`src/rtl/hdmi_timing_rx.sv`:
```
// rtl/hdmi_timing_rx.sv - HDMI sink timing monitor: pixel coordinates, line/frame geometry, frame checksum, mode lock
`timescale 1ns/1ps
module hdmi_timing_rx #(
  parameter int CNT_W       = 12,
  parameter int EXP_H_ACT   = 1280,
  parameter int EXP_H_TOT   = 1650,
  parameter int EXP_V_ACT   = 720,
  parameter int EXP_V_TOT   = 750,
  parameter int LOCK_FRAMES = 2,
  parameter int HS_POL      = 1,
  parameter int VS_POL      = 1
) (
  input  logic             clk,
  input  logic             rst,
  input  logic             hs,
  input  logic             vs,
  input  logic             de,
  input  logic [7:0]       rgb_r,
  input  logic [7:0]       rgb_g,
  input  logic [7:0]       rgb_b,
  output logic [CNT_W-1:0] pix_x,
  output logic [CNT_W-1:0] pix_y,
  output logic             pix_valid,
  output logic [CNT_W-1:0] h_active,
  output logic [CNT_W-1:0] h_total,
  output logic [CNT_W-1:0] v_active,
  output logic [CNT_W-1:0] v_total,
  output logic [23:0]      frame_sum,
  output logic             frame_done,
  output logic             locked,
  output logic             err
);

  localparam logic [CNT_W-1:0] CNT_MAX = '1;
  localparam logic [CNT_W-1:0] EXP_HA  = CNT_W'(EXP_H_ACT);
  localparam logic [CNT_W-1:0] EXP_HT  = CNT_W'(EXP_H_TOT);
  localparam logic [CNT_W-1:0] EXP_VA  = CNT_W'(EXP_V_ACT);
  localparam logic [CNT_W-1:0] EXP_VT  = CNT_W'(EXP_V_TOT);

  typedef enum logic [1:0] {SEARCH, MEASURE, LOCKED} state_t;
  state_t state;

  logic             s1_hs, s1_vs, s1_de, s2_hs, s2_vs, s2_de;
  logic [23:0]      s1_rgb;
  logic [CNT_W-1:0] h_cnt, de_run, v_hs_cnt, v_de_cnt;
  logic [23:0]      sum_acc;
  logic [3:0]       match_cnt;
  logic             first_line;

  logic hs_edge, vs_edge, de_rise, de_fall, frame_match;

  assign hs_edge = s1_hs & ~s2_hs;
  assign vs_edge = s1_vs & ~s2_vs;
  assign de_rise = s1_de & ~s2_de;
  assign de_fall = ~s1_de & s2_de;

  function automatic logic [CNT_W-1:0] sat_inc(input logic [CNT_W-1:0] v);
    return (v == CNT_MAX) ? v : v + 1'b1;
  endfunction

  // A saturated count means the true value is unknown, so it can never match.
  function automatic logic meas_ok(input logic [CNT_W-1:0] v, input logic [CNT_W-1:0] e);
    return (v == e) && (v != CNT_MAX);
  endfunction

  assign frame_match = meas_ok(h_active, EXP_HA) && meas_ok(h_total, EXP_HT) &&
                       meas_ok(v_de_cnt, EXP_VA) && meas_ok(v_hs_cnt, EXP_VT);

  always_ff @(posedge clk) begin
    if (rst) begin
      state      <= SEARCH;
      s1_hs      <= 1'b0;
      s1_vs      <= 1'b0;
      s1_de      <= 1'b0;
      s2_hs      <= 1'b0;
      s2_vs      <= 1'b0;
      s2_de      <= 1'b0;
      s1_rgb     <= '0;
      h_cnt      <= '0;
      de_run     <= '0;
      v_hs_cnt   <= '0;
      v_de_cnt   <= '0;
      sum_acc    <= '0;
      match_cnt  <= '0;
      first_line <= 1'b0;
      pix_x      <= '0;
      pix_y      <= '0;
      pix_valid  <= 1'b0;
      h_active   <= '0;
      h_total    <= '0;
      v_active   <= '0;
      v_total    <= '0;
      frame_sum  <= '0;
      frame_done <= 1'b0;
      locked     <= 1'b0;
      err        <= 1'b0;
    end else begin
      s1_hs      <= (hs == 1'(HS_POL));
      s1_vs      <= (vs == 1'(VS_POL));
      s1_de      <= de;
      s1_rgb     <= {rgb_r, rgb_g, rgb_b};
      s2_hs      <= s1_hs;
      s2_vs      <= s1_vs;
      s2_de      <= s1_de;
      pix_valid  <= s1_de;
      frame_done <= 1'b0;
      err        <= 1'b0;

      if (de_rise)
        pix_x <= '0;
      else if (s1_de)
        pix_x <= sat_inc(pix_x);

      if (de_rise)
        pix_y <= (first_line || vs_edge) ? '0 : sat_inc(pix_y);

      if (vs_edge)
        first_line <= ~de_rise;
      else if (de_rise)
        first_line <= 1'b0;

      if (hs_edge) begin
        h_cnt   <= '0;
        h_total <= sat_inc(h_cnt);
      end else begin
        h_cnt   <= sat_inc(h_cnt);
      end

      if (de_rise)
        de_run <= CNT_W'(1);
      else if (s1_de)
        de_run <= sat_inc(de_run);
      if (de_fall)
        h_active <= de_run;

      // Events coinciding with vs_edge are credited to the frame that starts here.
      if (vs_edge) begin
        v_hs_cnt <= CNT_W'(hs_edge);
        v_de_cnt <= CNT_W'(de_rise);
        sum_acc  <= s1_de ? s1_rgb : 24'd0;
      end else begin
        if (hs_edge) v_hs_cnt <= sat_inc(v_hs_cnt);
        if (de_rise) v_de_cnt <= sat_inc(v_de_cnt);
        if (s1_de)   sum_acc  <= sum_acc + s1_rgb;
      end

      if (vs_edge) begin
        case (state)
          SEARCH: state <= MEASURE;
          MEASURE: begin
            v_total    <= v_hs_cnt;
            v_active   <= v_de_cnt;
            frame_sum  <= sum_acc;
            frame_done <= 1'b1;
            if (frame_match) begin
              match_cnt <= match_cnt + 4'd1;
              if (match_cnt + 4'd1 == 4'(LOCK_FRAMES)) begin
                state  <= LOCKED;
                locked <= 1'b1;
              end
            end else begin
              match_cnt <= '0;
            end
          end
          LOCKED: begin
            v_total    <= v_hs_cnt;
            v_active   <= v_de_cnt;
            frame_sum  <= sum_acc;
            frame_done <= 1'b1;
            if (!frame_match) begin
              err       <= 1'b1;
              locked    <= 1'b0;
              match_cnt <= '0;
              state     <= MEASURE;
            end
          end
          default: state <= SEARCH;
        endcase
      end
    end
  end

endmodule

```
`config.mk`:
```
export PLATFORM = sky130hd
export DESIGN_NAME = hdmi_timing_rx
export DESIGN_NICKNAME = d
export VERILOG_FILES = /design/src/rtl/hdmi_timing_rx.sv
export SDC_FILE = /design/constraint.sdc
export NUM_CORES = 1
export LEC_CHECK = 0
export CORE_MARGIN = 10
export CORE_UTILIZATION = 50
export CTS_CLUSTER_SIZE = 40
export DETAILED_ROUTE_END_ITERATION = 16
export GPL_ROUTABILITY_DRIVEN = 0
export PLACE_DENSITY = 0.78
export SYNTH_ARGS = -nofsm -noshare
export SYNTH_HDL_FRONTEND = slang
export SYNTH_SLANG_ARGS = --single-unit
```
`constraint.sdc`:
```
create_clock -name clk -period 2.18 [get_ports clk]
set_input_delay 0.436 -clock clk [delete_from_list [all_inputs] [get_ports clk]]
set_output_delay 0.436 -clock clk [all_outputs]
set_load 0.1 [all_outputs]
```
======== Yosys cells after proc, flatten, opt, wreduce, memory -nomap -nowiden ========
Cells that the tools add are included.
operators by class
  add/subtract/negate cells ............... 8
  equal/unequal tests ..................... 24
  mux-type cells .......................... 30
  bitwise operators ....................... 15
  reduce and logical (&&, ||, !) cells .... 32
operators by type and width
  cell                                             number
  adder 12 x 1 -> 12 bit, second input constant    6
  == test 12 bit, second input constant            6
  2-to-1 mux 24 bit                                3
  inequality test 12 bit, second input constant    4
  2-to-1 mux 12 bit                                3
  adder 24 bit                                     1
  == test 12 x 10 -> 1 bit, second input constant  2
  == test 12 x 11 -> 1 bit, second input constant  2
  AND reduction 2 bit                              9
  2-to-1 mux 1 bit                                 16
  inequality test 2 bit, second input constant     7
  inverter 1 bit                                   11
  nonzero test 2 bit                               5
  OR reduction 2 bit                               5
  2-to-1 mux 4 bit                                 2
  case mux 4 bit (2 select lines)                  1
  logical AND 1 bit                                7
  2-to-1 mux 2 bit                                 3
  case mux 2 bit (3 select lines)                  1
  AND reduction 5 bit                              1
  adder 4 x 1 -> 4 bit, second input constant      1
  AND 1 bit                                        4
  == test 4 x 2 -> 1 bit, second input constant    1
  AND reduction 4 bit                              1
  7 further kinds                                  7
word-level totals
  register bits ........................... 208
  input bits .............................. 29
  output and inout bits ................... 100
  word-level logic and storage cells ...... 137

======== Depth between registers and ports, before layout ========
  depth in word-level cells ............... 7
  mapped depth ............................ 9
  depth with buffers taken out ............ 9

======== Worst setup path before layout ========
No wires, ideal clock.
  kind .................................... reg-to-reg
  start ................................... register h_total[10]
  end ..................................... register locked
  arrival ................................. 2.673 ns
  slack ................................... -0.573 ns
  stages on the path, launching flop included .. 7
  buffers on the path ..................... 0
  path through ............................ dfxtp_1 > nor4b_2 > nand4_1 > or4_4 > a211oi_4 > a21oi_1 > a211oi_2
between the ends
  cells in the longest elaborated chain, start to end .. 7
  elaborated cells between the ends (all ways) .. 9
  classes of those cells .................. eq/ne: 4; reduce/logical: 5
RTL lines
  what                                                                line  RTL
  from (decl)                                                         25    output logic [CNT_W-1:0] h_total,
  from (signal assigned)                                              124   h_total <= sat_inc(h_cnt);
  == test 12 x 11 -> 1 bit or inequality test 12 bit (tied branches)  63    return (v == e) && (v != CNT_MAX);
  logical AND 1 bit *                                                 63
  logical AND 1 bit * (2 in series)                                   66    assign frame_match = meas_ok(h_active, EXP_HA) && meas_ok(h_total, EXP_HT) &&
  logical AND 1 bit *                                                 67    meas_ok(v_de_cnt, EXP_VA) && meas_ok(v_hs_cnt, EXP_VT);
  inequality test 2 bit (no line)                                     --
  AND reduction 5 bit (no line) *                                     --
  to (signal assigned)                                                95    locked <= 1'b0;
  to (signal assigned)                                                159   locked <= 1'b1;
  to (signal assigned)                                                172   locked <= 1'b0;
  to (decl)                                                           30    output logic locked,
Every way passes the cells marked *; elsewhere a longest branch is shown, timed or not.
A chain may end at the register's enable or synchronous reset.

======== Worst setup path after layout ========
  start ................................... register s1_rgb[0]
  end ..................................... register sum_acc[17]
between the ends
  cells in the longest elaborated chain, start to end .. 3
RTL lines
  what                    line  RTL
  from (decl)             44    logic [23:0] s1_rgb;
  from (signal assigned)  101   s1_rgb <= {rgb_r, rgb_g, rgb_b};
  adder 24 bit            144   if (s1_de) sum_acc <= sum_acc + s1_rgb;
  2-to-1 mux 24 bit       144
  2-to-1 mux 24 bit       137   if (vs_edge) begin
  to (signal assigned)    140   sum_acc <= s1_de ? s1_rgb : 24'd0;
  to (signal assigned)    144
  to (decl)               46    logic [23:0] sum_acc;
Every way passes these cells. The select of a mux whose other input is x is not followed.

==> results.txt <==
Synth cell count leaders: 208 x dfxtp_1, 197 x nand2_1, 111 x a21oi_1
Status: complete, but fails checks
All-Layer GR Usage: 0.194
Buffers on Ports: 128
H-Tree Depth: 1
Critical Path RT: 2.57 ns
Die H: 159 um
Int Power: 6.46 mW
Post-synth EDFFs: 0
Detailed Routing Iterations Pass 1: 5
CP Capture Type: flop
Worst Skew: 0.0167 ns
Hold Path Class: primary input to flop
Top cells by area, synth: dfxtp_1 43%, nand2_1 7.6%, a21oi_1 5.7%, ha_1 4.8%, nor2_1 4.2%
Top flop regs: frame_sum: 24 flops, s1_rgb: 24 flops, sum_acc: 24 flops
Final hold viol count: 0
Hold Crit Endpoint: sum_acc[4]
Slew @ Worst Pin: 0.894 ns
Worst-path fanout max: 4
Share of flip-flops with an asynchronous set or reset: 0
Number of placement rows: 50
Final Cycle Share: 1.02
Worst r2r src: s1_rgb[0]
Starting density of the core: 0.512
RSZ-0062 raised after global routing: yes
Largest buffer count on any clock path: 3
Leak pwr: 4.91 nW
Comb pwr share: 0.096
Crit start category: flop
Slew Limit Fails: 0
Synthesized instance count: 1165
Worst hold stages: 2
Max_slew headroom: 0.402
First-pass GRT wire length: 42500 um
Largest net degree at the start of global routing: 76
# hold bufs at CTS: 0
CTS tree: done
Synth Flop Type: dfxtp_1
Final HPWL DP: 18900 um
Clock latency on the worst-skew pair: 0.50 ns
Tmin final: 2.23 ns
Via Count: 8995
Fraction of layout cells with a size suffix above 1: 0.254
Failing checks: negative setup slack
Root Buffer: clkbuf_16
Synth area leader: dfxtp_1
Final worst setup slack: -0.0455 ns
Top cell type's share of synthesized area: 0.431
Grt ovf: 0
Psw: 2.08 mW
Sequential area share after synthesis: 0.431
Area growth from synthesis to layout: 31.4%
Clock sink count: 208
Most common cell in the netlist: dfxtp_1
Post-synth cell types: 71
Die ar.: 25300 sq um
R2r endpoint: sum_acc[17]
Syn. warnings: 0
CP peak stage delay: 0.47 ns
I/O pin count: 129
Crit path cell chain: ha_4 > buf_6 > a211oi_2 > o211ai_1 > buf_4 > a2111o_1 > nand2_1 > o21ai_1 > a211o_1
Worst EP arrival: 2.62 ns
Mapped cell area: 9670 sq um
Total power: 8.54 mW
Residual DRC count: 0
Max Freq: 449 MHz
Chip width: 159 um
Num CTS Buffers: 23
Worst Reg-to-Reg Cells: 9
Worst Path Class, Setup: flop to flop
Initial DRC Count: 543
Slowest CP cell: a2111o_1
Hold path start: rst
Via density: 5.52
Antenna Cells: 0
Syn_nets: 1232
Vias in the first global route: 8570
Seq pwr share: 0.460
Synth Area per Inst: 8.30 sq um
Avg WL per Cell: 16.4 um
Yosys reg bits: 208
Core area: 18900 sq um
Number of routed nets with antenna violations: 0
Final setup violating endpoints: 2
CTS clk-pin slew, worst paths: 0.06 ns
Nets: 1423
Maximum VDD drop: 0.558 mV
Initial antenna violation count: 0
Clock group share of total power: 0.444
Setup TNS: -0.0458 ns
PD cells: 673 nW/um^2
Total Wirelength: 26700 um
Worst R2R Setup Slack: -0.05 ns
Switching portion of total power: 0.243
Maxcap violations: 0
-- metal layers --
metal | routed length [um] | share of wire | GRT usage
met1 | 11600 | 0.43 | 0.237
met2 | 13200 | 0.49 | 0.336
met3 | 1480 | 0.056 | 0.0374
met4 | 509 | 0.019 | 0.0590
met5 | 0 | 0 | 0
-- power groups by stage --
stage | clock (mW) | combinational (mW) | sequential (mW)
floorplan | 0 | 0.416 | 4.08
global placement | 0 | 0.750 | 4.00
detailed placement | 0 | 0.763 | 4.00
CTS | 3.86 | 0.775 | 3.92
global route | 4.02 | 0.890 | 3.94
finish | 3.80 | 0.816 | 3.93
-- area by class of cell --
class / instances / area, sq um
Timing Repair Buffer: 220 / 1750
Inverter: 32 / 120
Sequential cell: 208 / 4270
Clock buffer: 33 / 683
Fill cell: 1568 / 6190
Tap cell: 260 / 325
Clock inverter: 7 / 65.1
Multi-Input combinational cell: 871 / 5490
-- logic make-up (layout without fill, tap and decap cells) --
| logic type | count (synthesis) | after routing | share of synthesized area |
|---|---|---|---|
| AND/OR/NAND/NOR | 521 | 521 | 0.262 |
| AO/OA/AOI/OAI | 240 | 240 | 0.157 |
| flip-flops | 208 | 208 | 0.431 |
| buffers and inverters | 86 | 292 | 0.0346 |
| XOR/XNOR | 63 | 63 | 0.0571 |
| adder cells (fa/ha/maj) | 38 | 38 | 0.0500 |
| multiplexers | 9 | 9 | 0.00932 |
-- critical path, delay by kind of cell (launching register included) --
family	cells	cell delay (ns)
compound gates	5	1.23
fa+ha+maj	1	0.16
buf+inv	2	0.29
flops	1	0.33
simple gates	1	0.10
-- placed cells by master (no fill, tap or decap), types with 9 or more instances in the layout --
cell | Yosys | routed
a31oi_1 | 10 | 9
mux2i_1 | 9 | 9
xor2_1 | 36 | 36
nand3_1 | 37 | 37
dfxtp_2 | 0 | 39
xnor2_1 | 27 | 27
nand4_1 | 28 | 28
inv_1 | 32 | 28
clkdlybuf4s50_1 | 0 | 27
and3_1 | 14 | 13
a22oi_1 | 13 | 13
clkbuf_16 | 0 | 23
o21ai_0 | 20 | 18
nor2b_1 | 37 | 35
nor3_1 | 27 | 23
ha_1 | 37 | 27
nand2_1 | 197 | 196
o21ai_1 | 18 | 16
or3_1 | 10 | 10
dfxtp_1 | 208 | 153
buf_4 | 0 | 190
a21oi_1 | 111 | 105
nor2_1 | 108 | 105
dfxtp_4 | 0 | 16
-- how the worst max path moves through the flow --
stage                     slack (ns)  cells after the start     endpoint   startpoint
after floorplan                -0.03                      6       locked  h_total[10]
after global placement         -0.04                      8  sum_acc[11]    s1_rgb[1]
after detailed placement       -0.16                      8  sum_acc[11]    s1_rgb[1]
after CTS                     -0.009                     10  sum_acc[14]   sum_acc[0]
after global routing           -0.13                      8  sum_acc[17]    s1_rgb[6]
final                          -0.05                      9  sum_acc[17]    s1_rgb[0]
-- stage by stage --
stage | area (sq um) | hold slack, ns | cells | setup slack, ns | utilization
3_3_place_gp | 11600 | 0.443 | 1582 | -0.0363 | 0.612
5_1_grt | 12700 | 0.297 | 1631 | -0.133 | 0.672
2_1_floorplan | 9770 | 0.447 | 1165 | -0.0282 | -
4_1_cts | 12400 | 0.274 | 1627 | -0.00856 | 0.657
6_report | 12700 | 0.282 | 1631 | -0.0455 | 0.672
3_5_place_dp | 11600 | 0.448 | 1582 | -0.160 | 0.612
-- repair_timing --
item                                    in CTS  in global routing
pin swaps                                   10                 27
setup buffers                                5                  4
resized for setup                           17                 55
endpoints found under the setup margin      11                 27
hold endpoints to repair                     0                  0
(Power assumes the default switching activity.)
